<file path="src/rtl/num_scan_disp.sv">
// ============================================================================
// num_scan_disp
//
// Purpose:
//   Keeps a four-deep history of 3-bit values from an upstream sequencer.
//   The history is shown on a 4-digit, time-multiplexed 7-segment display.
//   The block can also pulse when the history equals a target pattern.
//   It counts accepted samples that differ from the sample before them.
//
// Parameters:
//   SCAN_DIV   - clock cycles each digit is held on the display (1..255)
//   PATTERN    - target history in octal digits:
//                oldest digit in [11:9], newest digit in [2:0]
//
// Ports:
//   clk        - single clock; all state updates on its rising edge
//   rst        - synchronous, active-high reset
//   number     - 3-bit value from the upstream sequencer
//   sample_en  - accept number on this edge
//   seg        - active-low segments, bit order {g,f,e,d,c,b,a}
//   an         - active-low one-hot digit enable; an[i] selects digit i
//   match      - one-cycle pulse after an accepted sample completes PATTERN
//   change_cnt - count of accepted samples that differ from the previous
//                sample; saturates at 255
//
// Configuration:
//   PATTERN_MATCH_EN - when defined, the block builds the pattern comparator
//                      and the match register. When undefined, match is
//                      tied low and all other behaviour is unchanged.
// ============================================================================
module num_scan_disp #(
    parameter int          SCAN_DIV = 4,
    parameter logic [11:0] PATTERN  = 12'o0136
) (
    input  logic       clk,
    input  logic       rst,
    input  logic [2:0] number,
    input  logic       sample_en,
    output logic [6:0] seg,
    output logic [3:0] an,
    output logic       match,
    output logic [7:0] change_cnt
);

    // Stop elaboration if a parameter is out of range. A divider wider than
    // 8 bits, or a pattern that is not four octal digits, cannot be built.
    if (SCAN_DIV < 1 || SCAN_DIV > 255 || $bits(PATTERN) != 12) begin : g_bad_param
        $error("num_scan_disp: SCAN_DIV must be 1..255 and PATTERN 12 bits");
    end

    localparam logic [7:0] DIV_LAST = 8'(SCAN_DIV - 1);

    logic [2:0] hist_q [4];
    logic [2:0] hist_d [4];
    logic [2:0] fill_q, fill_d;
    logic [7:0] div_q, div_d;
    logic [1:0] idx_q, idx_d;
    logic [7:0] chg_q, chg_d;

    // Scan divider and digit index.
    // The index moves forward on the same edge on which the divider wraps.
    // With SCAN_DIV=1 the divider wraps on every edge.
    always_comb begin
        div_d = div_q;
        idx_d = idx_q;
        if (div_q == DIV_LAST) begin
            div_d = '0;
            idx_d = idx_q + 2'd1;
        end else begin
            div_d = div_q + 8'd1;
        end
    end

    // Sample history, fill level and change counter.
    // The fill_q != 0 term keeps the first sample after reset from being
    // counted as a change. At that point hist0 holds the reset value, not
    // a real sample.
    always_comb begin
        hist_d = hist_q;
        fill_d = fill_q;
        chg_d  = chg_q;
        if (sample_en) begin
            hist_d[3] = hist_q[2];
            hist_d[2] = hist_q[1];
            hist_d[1] = hist_q[0];
            hist_d[0] = number;
            if (fill_q != 3'd4) begin
                fill_d = fill_q + 3'd1;
            end
            if (fill_q != 3'd0 && number != hist_q[0] && chg_q != 8'hFF) begin
                chg_d = chg_q + 8'd1;
            end
        end
    end

    // Registers for the datapath. Reset takes priority over sample_en.
    always_ff @(posedge clk) begin
        if (rst) begin
            hist_q <= '{default: '0};
            fill_q <= '0;
            div_q  <= '0;
            idx_q  <= '0;
            chg_q  <= '0;
        end else begin
            hist_q <= hist_d;
            fill_q <= fill_d;
            div_q  <= div_d;
            idx_q  <= idx_d;
            chg_q  <= chg_d;
        end
    end

`ifdef PATTERN_MATCH_EN
    logic match_q, match_d;

    // Compare the history as it will be after this edge. fill_q >= 3 means
    // the new fill will be 4. Each accepted sample is judged on its own, so
    // consecutive hits give consecutive pulses.
    always_comb begin
        match_d = 1'b0;
        if (sample_en && fill_q >= 3'd3 &&
            {hist_q[2], hist_q[1], hist_q[0], number} == PATTERN) begin
            match_d = 1'b1;
        end
    end

    // Match pulse register.
    always_ff @(posedge clk) begin
        if (rst) begin
            match_q <= 1'b0;
        end else begin
            match_q <= match_d;
        end
    end

    assign match = match_q;
`else
    assign match = 1'b0;
`endif

    logic [2:0] cur_digit;
    logic [6:0] cur_code;

    // Display decode. This logic is purely combinational from the registered
    // index, history and fill, so a new sample shows up on the next cycle.
    always_comb begin
        cur_digit = hist_q[idx_q];
        cur_code  = 7'h7F;
        case (cur_digit)
            3'd0:    cur_code = 7'h40;
            3'd1:    cur_code = 7'h79;
            3'd2:    cur_code = 7'h24;
            3'd3:    cur_code = 7'h30;
            3'd4:    cur_code = 7'h19;
            3'd5:    cur_code = 7'h12;
            3'd6:    cur_code = 7'h02;
            default: cur_code = 7'h78;
        endcase
        // A digit slot that has not been filled since reset stays blank.
        seg = ({1'b0, idx_q} < fill_q) ? cur_code : 7'h7F;
        an  = ~(4'b0001 << idx_q);
    end

    assign change_cnt = chg_q;

endmodule

</file>
<file path="config.mk">
export PLATFORM = sky130hd
export DESIGN_NAME = num_scan_disp
export DESIGN_NICKNAME = d
export VERILOG_FILES = /design/src/rtl/num_scan_disp.sv
export SDC_FILE = /design/constraint.sdc
export NUM_CORES = 1
export LEC_CHECK = 0
export BUFFER_PORTS_ARGS = -buffer_cell sky130_fd_sc_hd__buf_2
export CAP_MARGIN = 25
export CELL_PAD_IN_SITES_DETAIL_PLACEMENT = 1
export CELL_PAD_IN_SITES_GLOBAL_PLACEMENT = 1
export CORE_ASPECT_RATIO = 1.2
export CORE_MARGIN = 8
export CORE_UTILIZATION = 40
export DETAILED_ROUTE_END_ITERATION = 12
export GPL_ROUTABILITY_DRIVEN = 0
export PLACE_DENSITY_LB_ADDON = 0.1
export SLEW_MARGIN = 30
export SYNTH_ARGS = -nofsm -noshare
export SYNTH_HDL_FRONTEND = slang
export SYNTH_SLANG_ARGS = --single-unit
</file>
<file path="constraint.sdc">
create_clock -name clk -period 2.3 [get_ports clk]
set_clock_uncertainty 0.2 [all_clocks]
set_input_delay 0.46 -clock clk [delete_from_list [all_inputs] [get_ports clk]]
set_output_delay 0.46 -clock clk [all_outputs]
set_load 0.03 [all_outputs]
</file>
== Word-level counts from Yosys, hierarchy flattened ==
Cells that the tools add are included.

* Output and inout bits: 20
* Register bits after elaboration: 33

* $lt $le $gt $ge: 2
* Shift operators: 1
* Equality and inequality tests: 10
* Bitwise gates (word level): 2
* Add/subtract/negate cells: 4
* Reductions and logical operators: 7
* Multiplexer cells: 5

{| class="wikitable"
|+ Operator list
! kind !! count
|-
| $pmux W7 S7 || 1
|-
| $add A8 B1 Y8 const B || 2
|-
| $eq A3 B3 Y1 const B || 3
|-
| $eq A8 B2 Y1 const B || 1
|-
| $ne A8 B8 Y1 const B || 1
|-
| $mux W7 || 1
|-
| $bmux W3 S2 || 1
|-
| $eq A3 B2 Y1 const B || 2
|-
| $mux W3 || 2
|-
| $not A4 Y4 || 1
|-
| $reduce_and A2 Y1 || 2
|-
| $shl A1 B2 Y4 const A || 1
|-
| $add A3 B1 Y3 const B || 1
|-
| $eq A3 B1 Y1 const B || 1
|-
| $ge A3 B3 Y1 const B || 1
|-
| $logic_not A3 Y1 || 1
|-
| $lt A2 B3 Y1 || 1
|-
| $ne A3 B3 Y1 || 1
|-
| $ne A3 B3 Y1 const B || 1
|-
| $not A2 Y3 || 1
|-
| $reduce_bool A3 Y1 || 1
|-
| $add A2 B1 Y2 const B || 1
|-
| $logic_and A1 B1 Y1 || 2
|-
| $reduce_or A2 Y1 || 1
|}

== Logic depth before layout (Yosys ltp) ==
Gate-level depths: netlist of the first run.

* Word-level depth: 7
* Gate-level depth with buffers: 7

== Worst setup path after synthesis of the first run ==
No wires, ideal clock.

* Kind: register to output
* Start: register idx_q[0]
* End: output port seg[2]
* Path buffers: 0
* Arrival time: 1982 ps
* Cell stages (with the launch flop): 4
* Setup slack: -342 ps
* Data required time: 1640 ps
* Path through: dfxtp_1 -> mux4_1 -> nand2b_1 -> o21ai_0

* Word-level cells in the longest chain between the ends: 7
* Elaborated cells between the ends (all ways): 14
* Those cells by class: order compare (1); eq/ne (6); mux (5); bitwise (1); reduce/logical (1)

{| class="wikitable"
|+ Ends and longest elaborated chain
! item !! RTL line !! source
|-
| start: declaration || 57 || <nowiki>logic [1:0] idx_q, idx_d;</nowiki>
|-
| start signal: assignment || 108 || <nowiki>idx_q <= idx_d;</nowiki>
|-
| $not A2 Y3 (not written as such) || 147 || <nowiki>cur_digit = hist_q[idx_q];</nowiki>
|-
| $bmux W3 S2 || 147 ||
|-
| $mux W3 (not written as such) (2 in series) || 147 ||
|-
| $eq A3 B3 Y1, or another cell as far along || 149 || <nowiki>case (cur_digit)</nowiki>
|-
| $pmux W7 S7 || 149 ||
|-
| $mux W7 * || 160 || <nowiki>seg = ({1'b0, idx_q} < fill_q) ? cur_code : 7'h7F;</nowiki>
|-
| end: declaration || 39 || <nowiki>output logic [6:0] seg,</nowiki>
|}

Every way passes the cells marked *; elsewhere a longest branch is shown, timed or not. The select of a mux whose other input is x is not followed.

== Worst setup path after layout of the first run ==
* Start: register idx_q[0]
* End: output port seg[6]

Same word-level chain as after synthesis.

==> metrics.cfg, run 1 <==
[route]
detail_route_antenna_nets = 0
detail_route.wirelength_um = 4300
detailed_router_s_first_iteration_violation_count = 64
vias = 1455
vias_per_cell = 5.20
dr.pass1.iters = 4
route.detailed.wl_per_inst_um = 15.4
route.detailed.drc = 0

[worst_hold_path]
hold_path_depth = 3
hold_path_startpoint = number[0]
hold_path_end = hist_q[9]
min-delay-path-class = in -> reg

[power]
vdd_ir_drop_max_uv = 314
p_leak_nw = 0.933
sequentialPowerShare = 0.451
cellPowerDensity_nw_per_um2 = 634
p_int_mw = 0.942
comb_power_share = 0.241
sw_frac_of_total = 0.308
netSwitchingPower_mw = 0.420
post-layout-total-power_mw = 1.36
clock_power_share = 0.308

[clock_network]
htree_levels = 2
number_of_buffers_added_by_the_clock_tree_synthesis_step = 5
cts_hold_repair.buffers = 0
clock_edge_transition_at_the_registers_on_the_reported_setup_and_hold_paths_ns = 0.07
numClockSinks = 33
cts_tree = yes
ctsLongestPathBuffers = 2
cts-root-buf = sky130_fd_sc_hd__clkbuf_8
clk_latency_ns = 0.28

[place]
portBuffers = 24
dpl.hpwl_um = 2990
place_inst = 267

[final_layout]
layout-area-overhead-vs-synth_pct = 27.5
num-nets-final = 238
drive_gt1_frac = 0.290
finalCoreUtilization = 0.516
final_cells = 280
register_area_um2 = 664
antenna-diode-count = 0
fillers = 529
multi_input_comb_area_um2 = 1010

[timing]
timing.final.crit_share = 1.13
timing.final.hold_violations = 0
maxClockFrequency_ghz = 0.386
rsz0062_at_grt = true
setup_viol = 7
post-route-min-period_ns = 2.59
final.setup.worst_slack_ns = -0.289
slew_violations = 0

[grt]
global_route.usage.total = 0.143
grt_max_degree = 18
grt_pass1_vias = 1500
grt_first_pass_wirelength_um = 7220
grt_remaining_overflow = 0
grt_antenna_before_repair = 0

[floorplanning]
std_cell_rows = 26
core-area_um2 = 4160
fp.dieH_um = 87.1
fp.dieArea_um2 = 6560
initial_utilization = 0.405
die_x_um = 75.3
ios = 26

[setup_path]
cp.arrival_ns = 1.93
critPathLaunch = idx_q[0]
worst_r2r_endpoint = change_cnt[5]
timing.critical_path.to_type = primary output
r2r_cells = 7
worst-path-max-fanout = 4
cp-start-kind = flip-flop
r2r_slack_ns = 0.29
crit_required_ns = 1.64
rr_startpoint = fill_q[0]
critical_path_class = reg -> out

[synthesis]
synth.largest_area_cell = sky130_fd_sc_hd__dfxtp_1
synth_adder_area_share = 0.0668
syn-cell-area_um2 = 1690
simple_gate_area_share_of_the_yosys_netlist = 0.203
yosys.area.top_type_share = 0.392
post_synth_xor_area_fraction = 0.0676
muxShareOfSynthArea = 0.146
postSynthRegisterBits = 33
synth.top_cells.by_area = sky130_fd_sc_hd__dfxtp_1, sky130_fd_sc_hd__mux2i_1, sky130_fd_sc_hd__ha_1
postSynthCellCount = 186
synth.net_count = 201
syn_area_per_cell_um2 = 9.06
combinational_family_with_the_most_area_after_synthesis = simple AND/OR/NAND/NOR gates
synth_compound_gate_area_share = 0.0720
synthDistinctLibCells = 34
number_of_warnings_printed_during_yosys_synthesis = 0
synth_seq_area_share = 0.392

[outcome]
status = finished, violations left
violations = setup timing

[run]
drv.max_cap_violation_count = 0

[sequential cells by signal, summed over array words and instances (netlist names)]
register / flops
idx_q: 2
fill_q: 3
hist_q: 12
change_cnt: 8
div_q: 8
[cell usage in the layout, fill, tap and decap left out, types with 8 or more instances in the layout]
master                     n
sky130_fd_sc_hd__buf_2    17
sky130_fd_sc_hd__buf_4    13
sky130_fd_sc_hd__buf_6     8
sky130_fd_sc_hd__dfxtp_1  32
sky130_fd_sc_hd__ha_1      9
sky130_fd_sc_hd__inv_1    12
sky130_fd_sc_hd__mux2i_1  13
sky130_fd_sc_hd__nand3_1   9
sky130_fd_sc_hd__nor2_1   28
sky130_fd_sc_hd__xor2_1    8
[final cells by class]
type,instances,area share
clock buffer,6,0.0338
clock inverter,2,0.00466
inverter,12,0.0210
multi-input combinational,133,0.472
sequential,33,0.309
tap,56,0.0326
timing repair buffer,38,0.127
[critical path: stages (launching register included)]
cell	delay, ns
sky130_fd_sc_hd__dfxtp_4	0.38
sky130_fd_sc_hd__mux4_2	0.57
sky130_fd_sc_hd__buf_4	0.17
sky130_fd_sc_hd__a21boi_4	0.16
sky130_fd_sc_hd__nand2b_1	0.14
sky130_fd_sc_hd__nand2_1	0.07
sky130_fd_sc_hd__buf_4	0.17
[power groups by stage]
stage	clock network (mW)	registers (mW)	logic, mW
4_1_cts	0.436	0.614	0.313
2_1_floorplan	0	0.626	0.181
3_5_place_dp	0	0.627	0.262
3_3_place_gp	0	0.626	0.249
5_1_grt	0.462	0.618	0.354
6_report	0.420	0.614	0.328
[per-stage QoR]
step	hold slack, ns	worst slack [ns]	instance area, um^2	TNS, ns
floorplan	0.237	0.0307	1700	0
global placement	0.260	0.0375	1920	0
detailed placement	0.266	-0.0469	1920	-0.0914
CTS	0.253	-0.280	2120	-1.39
global route	0.289	-0.359	2150	-2.07
finish	0.256	-0.289	2150	-1.55
[how the worst max path moves through the flow]
stage	endpoint	slack, ns	cells past startpoint
global route	seg[6]	-0.36	6
CTS	seg[3]	-0.28	5
floorplan	seg[4]	0.03	4
detailed placement	seg[3]	-0.05	5
finish	seg[6]	-0.29	6
global placement	seg[6]	0.04	5
[metal layers]
layer	up-vias	global-route usage	wire, um
li1	709	-	-
met1	719	0.164	1790
met2	21	0.245	2320
met3	6	0.0346	136
met4	0	0.0508	57
met5	-	0	0
[repair_timing]
item | 4_1_cts | 5_1_grt
setup buffers | 4 | 2
gates cloned | 0 | 0
pin swaps | 2 | 2
endpoints found under the setup margin | 7 | 7
resized for setup | 25 | 6
[synth_stat cells]
cell                       count
sky130_fd_sc_hd__mux2i_1      13
sky130_fd_sc_hd__nor4_1        3
sky130_fd_sc_hd__dfxtp_1      33
sky130_fd_sc_hd__conb_1        1
sky130_fd_sc_hd__or4_1         3
sky130_fd_sc_hd__a21boi_0      3
sky130_fd_sc_hd__a21oi_1       7
sky130_fd_sc_hd__mux2_2        4
sky130_fd_sc_hd__nor2_1       29
sky130_fd_sc_hd__o31ai_1       3
sky130_fd_sc_hd__nand4_1       1
sky130_fd_sc_hd__nor3_1        3
sky130_fd_sc_hd__mux4_2        2
sky130_fd_sc_hd__o221ai_1      1
sky130_fd_sc_hd__nand3_1      10
sky130_fd_sc_hd__inv_1        12
sky130_fd_sc_hd__o21bai_1      1
sky130_fd_sc_hd__nand2_1       7
sky130_fd_sc_hd__nor2b_1       3
sky130_fd_sc_hd__ha_1          9
sky130_fd_sc_hd__nand2b_1      5
sky130_fd_sc_hd__mux4_1        1
sky130_fd_sc_hd__nor4b_1       1
sky130_fd_sc_hd__or3b_2        1
sky130_fd_sc_hd__xor2_1        9
sky130_fd_sc_hd__buf_4         1
sky130_fd_sc_hd__and4_1        1
sky130_fd_sc_hd__or3_1         1
sky130_fd_sc_hd__xnor2_1       4
sky130_fd_sc_hd__and3_1        2
sky130_fd_sc_hd__buf_2         4
sky130_fd_sc_hd__buf_1         2
sky130_fd_sc_hd__o21ai_0       5
sky130_fd_sc_hd__clkbuf_1      1
[cell families (layout without fill, tap and decap cells)]
kind of cell,after synthesis,after routing
DFF,33,33
and+or+nand+nor,70,70
other,1,1
AOI/OAI and AO/OA,20,20
adders and majority gates,9,9
buffers and inverters,20,58
xor gates and xnor gates,13,13
muxes,20,20
Note: power is estimated with default switching activity, not from simulation.
==> run 2: changes to the inputs <==
--- a/config.mk
+++ b/config.mk
@@ -14,6 +14,7 @@
 export CORE_UTILIZATION = 40
 export DETAILED_ROUTE_END_ITERATION = 12
 export GPL_ROUTABILITY_DRIVEN = 0
+export GPL_TIMING_DRIVEN = 0
 export PLACE_DENSITY_LB_ADDON = 0.1
 export SLEW_MARGIN = 30
 export SYNTH_ARGS = -nofsm -noshare
==> run 2 against run 1 <==
- the run still ends with setup timing left
- sequential cell count stayed put
- combinational power is 7.6% lower
- final cell count decreased by 0.36%
- core utilization decreased by 1.6 points
- power is 2.1% lower
- via count shrank 0.96%
- sequential power about the same
- critical endpoint is now seg[3]
- non-clock buffer count decreased by 1
==> metrics.cfg, run 2 (synthesized netlist as in run 1, its figures left out) <==
[floorplanning]
die_x_um = 75.3  ; unchanged
ios = 26  ; unchanged
fp.dieH_um = 87.1  ; unchanged
core-area_um2 = 4160  ; unchanged
std_cell_rows = 26  ; unchanged
fp.dieArea_um2 = 6560  ; unchanged
initial_utilization = 0.405  ; unchanged

[setup_path]
critical_path_class = reg -> out
timing.critical_path.to_type = primary output
cp.arrival_ns = 1.92  ; about the same
crit_required_ns = 1.64  ; about the same
cp-start-kind = flip-flop
worst-path-max-fanout = 5  ; +1
r2r_slack_ns = 0.22  ; -0.07 ns

[timing]
slew_violations = 0  ; unchanged
maxClockFrequency_ghz = 0.388  ; +0.51%
timing.final.crit_share = 1.12  ; -0.00575
rsz0062_at_grt = true
setup_total_negative_slack_ns = -1.33  ; +0.225 ns
timing.final.hold_violations = 0  ; unchanged
final.setup.worst_slack_ns = -0.276  ; +0.0132 ns
post-route-min-period_ns = 2.58  ; -0.0132 ns
setup_viol = 7  ; unchanged

[final_layout]
most_common_cell_after_layout_fill_and_taps_aside = sky130_fd_sc_hd__dfxtp_1
num-nets-final = 237  ; -0.42%
register_ranked_first_by_flip_flop_count = hist_q
multi_input_comb_area_um2 = 976  ; -3.7%
layout_common_cells = sky130_fd_sc_hd__dfxtp_1, sky130_fd_sc_hd__nor2_1, sky130_fd_sc_hd__buf_2
drive_gt1_frac = 0.265  ; -0.0256
fillers = 527  ; -0.38%
largest_register_ffs = 12  ; unchanged
register_area_um2 = 668  ; +0.57%
finalCoreUtilization = 0.500  ; -0.0162
antenna-diode-count = 0  ; unchanged
layout-area-overhead-vs-synth_pct = 23.5

[clock_network]
htree_levels = 2  ; unchanged
cts_hold_repair.buffers = 0  ; unchanged
ctsLongestPathBuffers = 2  ; unchanged
numClockSinks = 33  ; unchanged
number_of_buffers_added_by_the_clock_tree_synthesis_step = 5  ; unchanged
clock_edge_transition_at_the_registers_on_the_reported_setup_and_hold_paths_ns = 0.07  ; about the same
cts_tree = yes
clk_latency_ns = 0.28  ; about the same
cts-root-buf = sky130_fd_sc_hd__clkbuf_8

[route]
dr.pass1.iters = 4  ; unchanged
detail_route.wirelength_um = 4160  ; -3.3%
route.top_layer_used = met4
vias_per_cell = 5.16  ; -0.61%
detail_route.wirelength.met1_um = 1790  ; +0.28%
wl_met3_um = 159  ; +17%
route.detailed.wl_per_inst_um = 14.9  ; -2.9%
route.detailed.drc = 0  ; unchanged
routed-wl-met2_um = 2150  ; -7.4%
detail_route_antenna_nets = 0  ; unchanged
detailed_router_s_first_iteration_violation_count = 80  ; +25%
vias = 1441  ; -0.96%

[power]
vdd_ir_drop_max_uv = 448  ; +43%
p_leak_nw = 0.904  ; -3.1%
post-layout-total-power_mw = 1.33  ; -2.1%
cellPowerDensity_nw_per_um2 = 641  ; +1.1%

[grt]
grt_remaining_overflow = 0  ; unchanged
grt_pass1_vias = 1560  ; +4.0%
grt_first_pass_wirelength_um = 7420  ; +2.9%
grt_max_degree = 11  ; -7
grt_antenna_before_repair = 0  ; unchanged
global_route.usage.total = 0.147  ; +0.00409

[outcome]
status = finished, violations left
violations = setup timing

[run]
drv.max_cap_violation_count = 0  ; unchanged

[worst_hold_path]
min-delay-path-class = in -> reg

[place]
dpl.hpwl_um = 3060  ; +2.1%
portBuffers = 23  ; -4.2%

[run 2: cell count changes in the layout (fill, tap and decap cells not counted), moves of 2 or more]
| cell | delta |
|---|---|
| sky130_fd_sc_hd__buf_6 | -2 |
| sky130_fd_sc_hd__buf_4 | -6 |
| sky130_fd_sc_hd__a21boi_1 | +2 |
| sky130_fd_sc_hd__buf_1 | +2 |
| sky130_fd_sc_hd__buf_2 | +3 |
[run 2: layer usage]
| metal | track usage | up-vias |
|---|---|---|
| met5 | 0 | - |
| met4 | 0.0525 | 0 |
| met3 | 0.0438 | 4 |
| met2 | 0.252 | 16 |
| met1 | 0.164 | 715 |
| li1 | - | 706 |
[run 2: cell type report]
cell class                 instances  area share
timing repair buffer              29      0.0962
buffer                             8      0.0186
tap                               56      0.0337
clock buffer                       6      0.0349
sequential                        33       0.321
clock inverter                     2     0.00481
inverter                          12      0.0216
multi-input combinational        133       0.469
[run 2: critical path: stages (launching register included)]
cell,delay [ns]
sky130_fd_sc_hd__dfxtp_4,0.40
sky130_fd_sc_hd__mux4_2,0.58
sky130_fd_sc_hd__xor2_1,0.20
sky130_fd_sc_hd__mux2_4,0.27
sky130_fd_sc_hd__nand2_2,0.06
sky130_fd_sc_hd__buf_6,0.12
[run 2: repair_timing]
action / in CTS / in global routing
pin swaps: 5 / 2
buffers inserted: 5 / 1
gates resized for setup: 19 / 5
setup endpoints to repair: 7 / 7
[run 2: stage by stage]
stage | setup WS, ns | instance area (um^2) | hold WS [ns] | cells
3_3_place_gp | -0.127 | 1890 | 0.257 | 265
6_report | -0.276 | 2080 | 0.250 | 279
4_1_cts | -0.281 | 2060 | 0.249 | 278
2_1_floorplan | 0.0307 | 1700 | 0.237 | 186
5_1_grt | -0.375 | 2080 | 0.291 | 279
3_5_place_dp | -0.223 | 1890 | 0.290 | 265
[run 2: final timing paths]
kind / depth (start not counted) / startpoint / end
setup / recovery: 5 / idx_q[0] / seg[3]
hold / removal: 3 / number[1] / hist_q[10]
setup reg to reg: 7 / fill_q[0] / change_cnt[5]
hold reg to reg: 1 / div_q[0] / div_q[0]
[run 2: power by group]
part	internal [mW]	switching, mW	total [mW]
Combinational	0.128	0.175	0.303
Sequential	0.591	0.0223	0.613
Clock	0.210	0.208	0.417
